--- config.mk ---
export PLATFORM = sky130hd
export DESIGN_NAME = gba_sio_normal_ctrl_flat
export DESIGN_NICKNAME = d
export VERILOG_FILES = /design/src/rtl/gba_sio_normal_ctrl_if.sv /design/src/rtl/gba_sio_normal_ctrl.sv /design/src/flat_wrapper.sv
export SDC_FILE = /design/constraint.sdc
export NUM_CORES = 1
export LEC_CHECK = 0
export CORE_ASPECT_RATIO = 1.2
export CORE_UTILIZATION = 55
export CTS_CLUSTER_DIAMETER = 150
export CTS_CLUSTER_SIZE = 10
export DETAILED_ROUTE_END_ITERATION = 10
export GPL_TIMING_DRIVEN = 0
export PLACE_DENSITY = 0.87
export SYNTH_ARGS = -nofsm -noshare
export SYNTH_HDL_FRONTEND = slang
export SYNTH_SLANG_ARGS = --single-unit
--- constraint.sdc ---
create_clock -name clk -period 6 [get_ports clk]
set_input_delay 0.6 -clock clk [delete_from_list [all_inputs] [get_ports clk]]
set_output_delay 0.6 -clock clk [all_outputs]
set_load 0.01 [all_outputs]
--- src/rtl/gba_sio_normal_ctrl_if.sv ---
// Core-side word interface of the GBA link-port Normal-mode controller,
// plus the pin direction type shared with the link-port wrapper.
typedef enum logic {DIR_IN = 1'b0, DIR_OUT = 1'b1} dir_e;

// Handshake: a word moves on any rising clk edge where tx_valid && tx_ready.
// tx_valid may rise at any time; tx_data and cfg_* are only sampled on that edge.
// rx_valid and err_timeout are single-cycle pulses with no back-pressure.
interface gba_sio_normal_ctrl_if;
  logic        cfg_master;
  logic        cfg_fast;
  logic        cfg_wide;
  logic        tx_valid;
  logic        tx_ready;
  logic [31:0] tx_data;
  logic        rx_valid;
  logic [31:0] rx_data;
  logic        err_timeout;
  logic        busy;

  modport master (
    output cfg_master, cfg_fast, cfg_wide, tx_valid, tx_data,
    input  tx_ready, rx_valid, rx_data, err_timeout, busy
  );

  modport slave (
    input  cfg_master, cfg_fast, cfg_wide, tx_valid, tx_data,
    output tx_ready, rx_valid, rx_data, err_timeout, busy
  );
endinterface

--- src/rtl/gba_sio_normal_ctrl.sv ---
// GBA link-port Normal-mode sequencer: shifts 8/32-bit words MSB-first,
// generating sck as master or following a synchronised external sck as slave.
module gba_sio_normal_ctrl #(
  parameter int HALF_SLOW   = 146,
  parameter int HALF_FAST   = 18,
  parameter int SYNC_STAGES = 2,
  parameter int TIMEOUT     = 65535
) (
  input  logic                  clk,
  input  logic                  reset_n,
  gba_sio_normal_ctrl_if.slave  bus,
  input  logic                  i_sck_in,
  output logic                  o_sck_out,
  output dir_e                  o_sck_dir,
  output logic                  o_so_out,
  output dir_e                  o_so_dir,
  input  logic                  i_si_in,
  output dir_e                  o_si_dir,
  output dir_e                  o_sd_dir,
  output logic [2:0]            o_dbg_state
);
  localparam int HMAX = (HALF_SLOW > HALF_FAST) ? HALF_SLOW : HALF_FAST;
  localparam int HW   = (HMAX > 1) ? $clog2(HMAX) : 1;
  localparam int TW   = $clog2(TIMEOUT + 1);

  typedef enum logic [2:0] {IDLE, M_LO, M_HI, S_RUN, DONE, ABORT} state_e;

  state_e                 r_state;
  logic [31:0]            r_shift;
  logic [5:0]             r_bitcnt;
  logic [HW-1:0]          r_half;
  logic [TW-1:0]          r_idle;
  logic                   r_master, r_fast, r_wide, r_first, r_started, r_dir_en;
  logic                   r_tx_ready, r_busy, r_rx_valid, r_err, r_sck_out, r_so_out;
  logic [31:0]            r_rx_data;
  logic [SYNC_STAGES-1:0] r_sck_sync, r_si_sync;
  logic                   r_sck_prev;

  logic        w_sck_s, w_si_s, w_rise, w_fall, w_accept;
  logic [5:0]  w_nbits, w_m_cnt, w_s_cnt;
  logic [31:0] w_m_shift, w_s_shift;
  logic [HW-1:0] w_half_ld;

  assign w_sck_s   = r_sck_sync[SYNC_STAGES-1];
  assign w_si_s    = r_si_sync[SYNC_STAGES-1];
  assign w_rise    = w_sck_s & ~r_sck_prev;
  assign w_fall    = ~w_sck_s & r_sck_prev;
  assign w_nbits   = r_wide ? 6'd32 : 6'd8;
  assign w_half_ld = r_fast ? HW'(HALF_FAST - 1) : HW'(HALF_SLOW - 1);
  // Master samples si only on the first cycle of the high phase.
  assign w_m_shift = r_first ? {r_shift[30:0], i_si_in} : r_shift;
  assign w_m_cnt   = r_first ? r_bitcnt + 6'd1 : r_bitcnt;
  assign w_s_shift = {r_shift[30:0], w_si_s};
  assign w_s_cnt   = r_bitcnt + 6'd1;
  assign w_accept  = (r_state == IDLE) && r_tx_ready && bus.tx_valid;

  always_ff @(posedge clk) begin
    if (!reset_n) begin
      r_sck_sync <= '1;
      r_si_sync  <= '1;
      r_sck_prev <= 1'b1;
    end else begin
      r_sck_sync <= {r_sck_sync[SYNC_STAGES-2:0], i_sck_in};
      r_si_sync  <= {r_si_sync[SYNC_STAGES-2:0], i_si_in};
      r_sck_prev <= w_sck_s;
    end
  end

  always_ff @(posedge clk) begin
    if (!reset_n) begin
      r_state    <= IDLE;
      r_shift    <= '0;
      r_bitcnt   <= '0;
      r_half     <= '0;
      r_idle     <= '0;
      r_master   <= 1'b0;
      r_fast     <= 1'b0;
      r_wide     <= 1'b0;
      r_first    <= 1'b0;
      r_started  <= 1'b0;
      r_dir_en   <= 1'b0;
      r_tx_ready <= 1'b0;
      r_busy     <= 1'b0;
      r_rx_valid <= 1'b0;
      r_err      <= 1'b0;
      r_rx_data  <= '0;
      r_sck_out  <= 1'b1;
      r_so_out   <= 1'b1;
    end else begin
      r_rx_valid <= 1'b0;
      r_err      <= 1'b0;
      r_dir_en   <= 1'b1;
      case (r_state)
        IDLE: begin
          r_tx_ready <= 1'b1;
          r_busy     <= 1'b0;
          r_sck_out  <= 1'b1;
          r_so_out   <= 1'b1;
          if (w_accept) begin
            r_tx_ready <= 1'b0;
            r_busy     <= 1'b1;
            r_master   <= bus.cfg_master;
            r_fast     <= bus.cfg_fast;
            r_wide     <= bus.cfg_wide;
            r_shift    <= bus.cfg_wide ? bus.tx_data : {bus.tx_data[7:0], 24'h0};
            r_so_out   <= bus.cfg_wide ? bus.tx_data[31] : bus.tx_data[7];
            r_bitcnt   <= '0;
            r_first    <= 1'b0;
            r_started  <= 1'b0;
            r_idle     <= '0;
            r_half     <= bus.cfg_fast ? HW'(HALF_FAST - 1) : HW'(HALF_SLOW - 1);
            if (bus.cfg_master) begin
              r_state   <= M_LO;
              r_sck_out <= 1'b0;
            end else begin
              r_state <= S_RUN;
            end
          end
        end
        M_LO: begin
          if (r_half == '0) begin
            r_state   <= M_HI;
            r_sck_out <= 1'b1;
            r_half    <= w_half_ld;
            r_first   <= 1'b1;
          end else begin
            r_half <= r_half - HW'(1);
          end
        end
        M_HI: begin
          r_first  <= 1'b0;
          r_shift  <= w_m_shift;
          r_bitcnt <= w_m_cnt;
          if (r_half == '0) begin
            if (w_m_cnt == w_nbits) begin
              r_state    <= DONE;
              r_rx_valid <= 1'b1;
              r_rx_data  <= r_wide ? w_m_shift : {24'h0, w_m_shift[7:0]};
              r_so_out   <= 1'b1;
            end else begin
              r_state   <= M_LO;
              r_sck_out <= 1'b0;
              r_so_out  <= w_m_shift[31];
              r_half    <= w_half_ld;
            end
          end else begin
            r_half <= r_half - HW'(1);
          end
        end
        S_RUN: begin
          // Idle timer only arms once the remote master has produced an edge.
          if (w_rise) begin
            r_shift   <= w_s_shift;
            r_bitcnt  <= w_s_cnt;
            r_idle    <= '0;
            r_started <= 1'b1;
            if (w_s_cnt == w_nbits) begin
              r_state    <= DONE;
              r_rx_valid <= 1'b1;
              r_rx_data  <= r_wide ? w_s_shift : {24'h0, w_s_shift[7:0]};
              r_so_out   <= 1'b1;
            end
          end else if (w_fall) begin
            r_so_out  <= r_shift[31];
            r_idle    <= '0;
            r_started <= 1'b1;
          end else if (r_started) begin
            if (r_idle == TW'(TIMEOUT - 1)) begin
              r_state  <= ABORT;
              r_err    <= 1'b1;
              r_so_out <= 1'b1;
            end else begin
              r_idle <= r_idle + TW'(1);
            end
          end
        end
        DONE, ABORT: begin
          r_state    <= IDLE;
          r_tx_ready <= 1'b1;
          r_busy     <= 1'b0;
        end
        default: r_state <= IDLE;
      endcase
    end
  end

  assign bus.tx_ready    = r_tx_ready;
  assign bus.busy        = r_busy;
  assign bus.rx_valid    = r_rx_valid;
  assign bus.rx_data     = r_rx_data;
  assign bus.err_timeout = r_err;
  assign o_sck_out       = r_sck_out;
  assign o_so_out        = r_so_out;
  // Direction follows the live cfg while idle so the pin is ready before accept.
  assign o_sck_dir   = (r_dir_en && ((r_state == IDLE) ? bus.cfg_master : r_master)) ? DIR_OUT : DIR_IN;
  assign o_so_dir    = r_dir_en ? DIR_OUT : DIR_IN;
  assign o_si_dir    = DIR_IN;
  assign o_sd_dir    = DIR_IN;
  assign o_dbg_state = r_state;
endmodule

--- src/flat_wrapper.sv ---
// flat-port wrapper written by rule: the top's interface ports become plain ports
module gba_sio_normal_ctrl_flat 
#(
  parameter int HALF_SLOW   = 146,
  parameter int HALF_FAST   = 18,
  parameter int SYNC_STAGES = 2,
  parameter int TIMEOUT     = 65535
)
  (clk, reset_n, i_sck_in, o_sck_out, o_sck_dir, o_so_out, o_so_dir, i_si_in, o_si_dir, o_sd_dir, o_dbg_state, bus_cfg_master, bus_cfg_fast, bus_cfg_wide, bus_tx_valid, bus_tx_data, bus_tx_ready, bus_rx_valid, bus_rx_data, bus_err_timeout, bus_busy);
  gba_sio_normal_ctrl_if bus_i ();
  input  logic clk;
  input  logic reset_n;
  input  logic i_sck_in;
  output logic o_sck_out;
  output dir_e o_sck_dir;
  output logic o_so_out;
  output dir_e o_so_dir;
  input  logic i_si_in;
  output dir_e o_si_dir;
  output dir_e o_sd_dir;
  output logic [2:0] o_dbg_state;
  input wire logic [$bits(bus_i.cfg_master)-1:0] bus_cfg_master;
  input wire logic [$bits(bus_i.cfg_fast)-1:0] bus_cfg_fast;
  input wire logic [$bits(bus_i.cfg_wide)-1:0] bus_cfg_wide;
  input wire logic [$bits(bus_i.tx_valid)-1:0] bus_tx_valid;
  input wire logic [$bits(bus_i.tx_data)-1:0] bus_tx_data;
  output wire logic [$bits(bus_i.tx_ready)-1:0] bus_tx_ready;
  output wire logic [$bits(bus_i.rx_valid)-1:0] bus_rx_valid;
  output wire logic [$bits(bus_i.rx_data)-1:0] bus_rx_data;
  output wire logic [$bits(bus_i.err_timeout)-1:0] bus_err_timeout;
  output wire logic [$bits(bus_i.busy)-1:0] bus_busy;
  assign bus_i.cfg_master = bus_cfg_master;
  assign bus_i.cfg_fast = bus_cfg_fast;
  assign bus_i.cfg_wide = bus_cfg_wide;
  assign bus_i.tx_valid = bus_tx_valid;
  assign bus_i.tx_data = bus_tx_data;
  assign bus_tx_ready = bus_i.tx_ready;
  assign bus_rx_valid = bus_i.rx_valid;
  assign bus_rx_data = bus_i.rx_data;
  assign bus_err_timeout = bus_i.err_timeout;
  assign bus_busy = bus_i.busy;
  gba_sio_normal_ctrl #(.HALF_SLOW(HALF_SLOW), .HALF_FAST(HALF_FAST), .SYNC_STAGES(SYNC_STAGES), .TIMEOUT(TIMEOUT)) u_core (.clk(clk), .reset_n(reset_n), .bus(bus_i), .i_sck_in(i_sck_in), .o_sck_out(o_sck_out), .o_sck_dir(o_sck_dir), .o_so_out(o_so_out), .o_so_dir(o_so_dir), .i_si_in(i_si_in), .o_si_dir(o_si_dir), .o_sd_dir(o_sd_dir), .o_dbg_state(o_dbg_state));
endmodule
# ---- Word-level counts from Yosys, hierarchy flattened
# Cells that the tools add are included.
dict set report word_totals {
  register_bits 114
  elab_cells 153
  out_inout_bits 45
}
dict set report classes {
  muxes 76
  bitwise_logic 7
  addsub 3
  reduce_logical 22
  n_eq_ne 24
}
# operator n
set op_table {}
lappend op_table {{32-bit two-way mux} 10}
lappend op_table {{32-bit one-hot mux with 3 select lines} 1}
lappend op_table {{16-bit two-way mux} 5}
lappend op_table {{32-bit one-hot mux with 2 select lines} 1}
lappend op_table {{8-bit two-way mux} 6}
lappend op_table {{16-bit one-hot mux with 2 select lines} 1}
lappend op_table {{1-bit two-way mux} 28}
lappend op_table {{3-bit two-way mux} 9}
lappend op_table {{6-bit two-way mux} 4}
lappend op_table {{8-bit one-hot mux with 3 select lines} 1}
lappend op_table {{6-bit one-hot mux with 3 select lines} 1}
lappend op_table {{16-bit by 1-bit adder with 16-bit output (second input constant)} 1}
lappend op_table {{16-bit equality test (second input constant)} 1}
lappend op_table {{6-bit equality test} 2}
lappend op_table {{2-bit by 1-bit != test with 1-bit output (second input constant)} 6}
lappend op_table {{3-bit one-hot mux with 4 select lines} 1}
lappend op_table {{3-bit AND reduction} 4}
lappend op_table {{5-bit AND reduction} 2}
lappend op_table {{3-bit by 1-bit != test with 1-bit output (second input constant)} 3}
lappend op_table {{1-bit one-hot mux with 3 select lines} 3}
lappend op_table {{8-bit zero test} 1}
lappend op_table {{4-bit by 1-bit != test with 1-bit output (second input constant)} 2}
lappend op_table {{1-bit one-hot mux with 2 select lines} 4}
lappend op_table {{4-bit AND reduction} 2}
lappend op_table {{20 further kinds} 33}

# ---- Longest topological paths before layout
# Gate-level depths: netlist (run 1).
dict set report depth {
  word_depth 6
  ltp_mapped 9
  ltp_nobuf 8
}

# ---- Worst setup path after synthesis (run 1)
# No wires, ideal clock.
dict set report synth_path {
  path_type {register to register}
  start {register u_core.r_sck_prev}
  end {register u_core.r_idle[1]}
  setup_ns 0.078
  synth_period_minus_slack_ns 1.995
  setup_slack_ns 4.005
  stages_incl_launch_ff 10
  t_required_ns 5.922
  t_arrival_ns 1.917
  cell_sequence {dfxtp_1 -> inv_1 -> ha_1 -> or2_2 -> clkbuf_1 -> o31ai_1 -> buf_4 -> nor2_2 -> o21a_1 -> nor3_1}
}
dict set report synth_via {
  elab_chain_len 4
  elab_cells_between_ends 9
}
# element line
set synth_lines {}
lappend synth_lines {{from (decl)} gba_sio_normal_ctrl.sv:37} ;# logic r_sck_prev;
lappend synth_lines {{from (signal assigned)} gba_sio_normal_ctrl.sv:65} ;# r_sck_prev <= w_sck_s;
lappend synth_lines {{1-bit NOT / 1-bit AND (equally long branches)} {gba_sio_normal_ctrl.sv:46, gba_sio_normal_ctrl.sv:47}}
lappend synth_lines {{1-bit AND / 16-bit two-way mux (equally long branches)} {gba_sio_normal_ctrl.sv:46, gba_sio_normal_ctrl.sv:163}}
lappend synth_lines {{4-bit by 2-bit != test with 1-bit output (no source line) (tied with other cells)} -}
lappend synth_lines {{4-bit AND reduction (no source line) / 16-bit one-hot mux with 2 select lines (equally long branches)} -}
lappend synth_lines {{to (signal assigned)} gba_sio_normal_ctrl.sv:173} ;# r_idle <= r_idle + TW'(1);
lappend synth_lines {{to (decl)} gba_sio_normal_ctrl.sv:32} ;# logic [TW-1:0] r_idle;
# Parallel ways exist; a longest one is shown, timed or not.
# A chain may end at the register's enable or synchronous reset.

# ---- Worst setup path after layout (run 1)
dict set report layout_path {
  start {register u_core.r_state[2], in the netlist u_core.o_dbg_state[2]}
  end {output o_sck_dir}
}
dict set report layout_via {
  elab_chain_len 4
}
# element line
set layout_lines {}
lappend layout_lines {{from (decl)} gba_sio_normal_ctrl.sv:28} ;# state_e r_state;
lappend layout_lines {{from (signal assigned)} gba_sio_normal_ctrl.sv:71} ;# r_state <= IDLE;
lappend layout_lines {{from (signal assigned)} gba_sio_normal_ctrl.sv:113} ;# r_state <= M_LO;
lappend layout_lines {{from (signal assigned)} gba_sio_normal_ctrl.sv:116} ;# r_state <= S_RUN;
lappend layout_lines {{3-bit zero test} gba_sio_normal_ctrl.sv:195} ;# assign o_sck_dir = (r_dir_en && ((r_state == IDLE) ? bus.cfg_master : r_master)) ? DIR_OUT : DIR_IN;
lappend layout_lines {{1-bit two-way mux} gba_sio_normal_ctrl.sv:195}
lappend layout_lines {{1-bit logical AND} gba_sio_normal_ctrl.sv:195}
lappend layout_lines {{1-bit two-way mux} gba_sio_normal_ctrl.sv:195}
lappend layout_lines {{to (decl)} flat_wrapper.sv:15} ;# output dir_e o_sck_dir;
# Every way passes these cells.

==> results of run 1 <==
cell usage in the layout, fill, tap and decap left out, types with 9 or more instances in the layout:
cell type	Yosys	routed
a311oi_1	9	9
dfxtp_1	114	114
mux2i_1	39	39
inv_1	17	17
clkbuf_1	27	29
nand3_1	15	15
nor4_1	10	10
nor2_1	81	81
clkdlybuf4s50_1	0	81
a31oi_1	9	9
nand2_1	84	84
a22o_1	23	23
a21oi_1	37	37
buf_2	13	13
mux2_2	24	24
clkbuf_16	0	17
nor3_1	19	19
xnor2_1	12	12
o21ai_0	21	21
a22oi_1	23	23
sequential cells by signal, indices dropped and copies added (netlist names), 2 cells and up:
register	flops
u_core.o_dbg_state	3
u_core.r_bitcnt	6
u_core.bus.rx_data	32
u_core.r_shift	32
u_core.r_idle	16
u_core.r_sck_sync	2
u_core.r_si_sync	2
u_core.r_half	8
worst max-delay path: cells and delay by family, from the launching register on:
family	cells	cell delay [ns]
flip-flops	1	0.31
buffers and inverters	3	1.10
AND/OR/NAND/NOR	2	0.26
multiplexers	1	0.15
kinds of logic after synthesis:
group / count (synthesis) / share of synthesized area, %
DFF: 114 / 37.7
other: 1 / 0.0620
and+or+nand+nor: 263 / 21.3
muxes: 63 / 10.9
adders and majority gates: 7 / 1.45
buffers and inverters: 76 / 6.24
AOI/OAI and AO/OA: 171 / 20.3
xor gates and xnor gates: 14 / 2.03
where the power goes:
| group | leakage (nW) | internal (mW) | switching (mW) |
|---|---|---|---|
| logic | 1.53 | 0.491 | 0.705 |
| registers | 0.925 | 0.861 | 0.102 |
| clock network | 0.292 | 0.686 | 0.351 |
per-layer routing:
layer,global-route usage [%],up-vias,part of all wire [%]
met2,53.9,318,49
met4,16.6,0,3.9
met1,33.2,2721,39
met5,0,-,0
li1,-,2755,-
met3,7.30,62,8.0
layout make-up:
cell class	instances	area, um^2
clock inverter	12	165
buffer	58	310
multi-input combinational	520	3400
timing repair buffer	81	811
tap	129	161
fill	784	2990
clock buffer	19	433
sequential	114	2280
inverter	18	67.6
path summary, 6_finish.rpt:
| path | to | slack, ns | depth (start not counted) |
|---|---|---|---|
| worst max-delay path | o_sck_dir | 3.14 | 6 |
| worst min-delay path | u_core.r_sck_sync[1] | 0.42 | 1 |
| worst max register to register | u_core.r_shift[6] | 3.57 | 9 |
| worst min register to register | u_core.r_sck_sync[1] | 0.42 | 1 |
synth_stat cells (8+ instances only):
| library cell | instances | area, um^2 |
|---|---|---|
| nor2_1 | 81 | 304 |
| nor4_1 | 10 | 62.6 |
| xnor2_1 | 12 | 105 |
| nand2b_1 | 8 | 50.1 |
| a22o_1 | 23 | 201 |
| dfxtp_1 | 114 | 2280 |
| inv_1 | 17 | 63.8 |
| buf_2 | 13 | 65.1 |
| nand2_1 | 84 | 315 |
| o21ai_0 | 21 | 105 |
| mux2i_1 | 39 | 390 |
| mux2_2 | 24 | 270 |
| a21oi_1 | 37 | 185 |
| nor3_1 | 19 | 95.1 |
| nand3_1 | 15 | 75.1 |
| a22oi_1 | 23 | 173 |
| clkbuf_1 | 27 | 101 |
| a311oi_1 | 9 | 78.8 |
| a31oi_1 | 9 | 56.3 |
through the flow:
step | cell area (um^2) | std cells | worst slack, ns
after floorplan | 6060 | 710 | 4.01
after global placement | 7030 | 920 | 3.24
after detailed placement | 7030 | 920 | 3.18
after CTS | 7630 | 951 | 3.14
after global routing | 7630 | 951 | 2.97
final | 7630 | 951 | 3.14
==> summary.md, run 1 <==
| Metric | Value |
|---|---|
| Initial Utilization | `57.0%` |
| Critical Path AT | `2.26 ns` |
| CTS tree | `done` |
| Crit-path cells | `buf_2, buf_1, nor3_1, mux2i_1, nor2b_1, clkdlybuf4s50_1` |
| Critical Path Sink Type | `primary output` |
| Clock sink count | `around 110` |
| Cts-stage hold buffer count | `0` |
| Clk buf depth | `2` |
| Layout Utilization | `71.8%` |
| Critical path data required time | `roughly 5.4 ns` |
| WL final | `approximately 17 mm` |
| # rows | `41` |
| Run status | `finished, violations left` |
| Slowest-stage cell, CP | `clkdlybuf4s50_1` |
| Antenna Cells | `0` |
| Final #Nets | `between 800 and 900` |
| Slew margin rel. | `between 30 and 40%` |
| Kind of critical path | `register to primary output` |
| First-pass GRT wire length | `roughly 27 mm` |
| Area growth syn-to-layout | `26.0%` |
| Hold Crit Class | `register to register` |
| Post_cts resized | `0` |
| Post-CTS setup buffers | `0` |
| Worst Hold Launch | `u_core.r_sck_sync[0]` |
| Overflow after GRT | `0` |
| Max cap viols | `0` |
| Synth warn | `0` |
| Fraction of registers with async set/reset | `0%` |
| Max Clk Rate | `roughly 350 MHz` |
| Tmin final | `between 2 and 3 ns` |
| DRT iter0 DRCs | `~530` |
| R2r startpoint | `u_core.o_dbg_state[1]` |
| Post-DP HPWL | `11.9 mm` |
| Die Area | `~11,000 um^2` |
| Vias in the first global route | `~5,700` |
| Final ANT Viol Nets | `0` |
| IO Count | `85` |
| #FFs+latches synth | `around 110` |
| Crit-path max FO | `10` |
| Largest net degree at the start of global routing | `17` |
| Vias | `between 5,000 and 6,000` |
| Wire length per cell | `~18 um` |
| CTS buffer count | `17` |
| Final period utilization | `between 40% and 50%` |
| Unrepaired setup endpoints after global routing | `no` |
| All-Layer GR Usage | `a little under a third` |
| Share of cells above drive strength 1 | `approximately an eighth` |
| Power Total | `around 3.2 mW` |
| Post-DR vias/cell | `between 6 and 7` |
| Setup TNS | `0 ns` |
| Netlist cell types | `81` |
| Failing checks | `DRC` |
| Drt pass-1 iters | `8` |
| Clk slew on worst S/H paths | `~0.05 ns` |
| Die Wd | `just under 100 um` |
| Initial antenna violation count | `0` |
| Post-synth EDFFs | `0` |
| Register area share after synthesis | `between 30% and 40%` |
| Ys flop type | `dfxtp_1` |
| Critical Path Source | `u_core.o_dbg_state[2]` |
| Post-Syn Area | `around 6000 um^2` |
| Leakage Power | `2.75 nW` |
| CTS root buf | `clkbuf_16` |
| Syn Inst Count | `a little over 700` |
| Final hold slack | `around 0.42 ns` |
| Post-Syn Area per Cell | `around 8.5 um^2` |
| Total core area | `roughly 11,000 um^2` |
| Worst-margin pin slew | `~0.96 ns` |
| Die height | `approximately 120 um` |
| Setup-failing EPs final | `0` |
| Final Hold Fails | `0` |
| Gpl congestion | `between 0.9 and 1` |
| IO buf count | `a little over 80` |
| H-tree depth | `4` |
| Later-pin clock latency in the skew report | `around 0.42 ns` |
| DRC viols | `6` |
| Crit path launch type | `register` |
| Slowest stage delay, CP | `about 0.54 ns` |
| PD cells | `419 nW/um^2` |
| Max VDD drop | `between 0.2 and 0.3 mV` |
| Pins over their slew limit | `0` |
| Skew final | `between 0.009 and 0.01 ns` |
(Power assumes the default switching activity.)
==> run 2, diff against run 1 <==
==> constraint.sdc (replaced) <==
create_clock -name clk -period 2.75 [get_ports clk]
set_input_delay 0.275 -clock clk [delete_from_list [all_inputs] [get_ports clk]]
set_output_delay 0.275 -clock clk [all_outputs]
set_load 0.01 [all_outputs]
==> results of run 2 <==
Same layout as run 1 (identical final DEF). Status: finished, violations left: DRC.
Among the figures that moved: setup slack after placement 3.18 ns -> 0.256 ns; setup slack after layout 3.14 ns -> 0.219 ns; hold slack 0.424 ns -> 0.369 ns; register-to-register setup slack 3.57 ns -> 0.32 ns; end point of the worst hold path u_core.r_sck_sync[1] -> u_core.r_wide; total power 3.19 mW -> 6.97 mW; worst IR drop on VDD 0.267 mV -> 0.582 mV
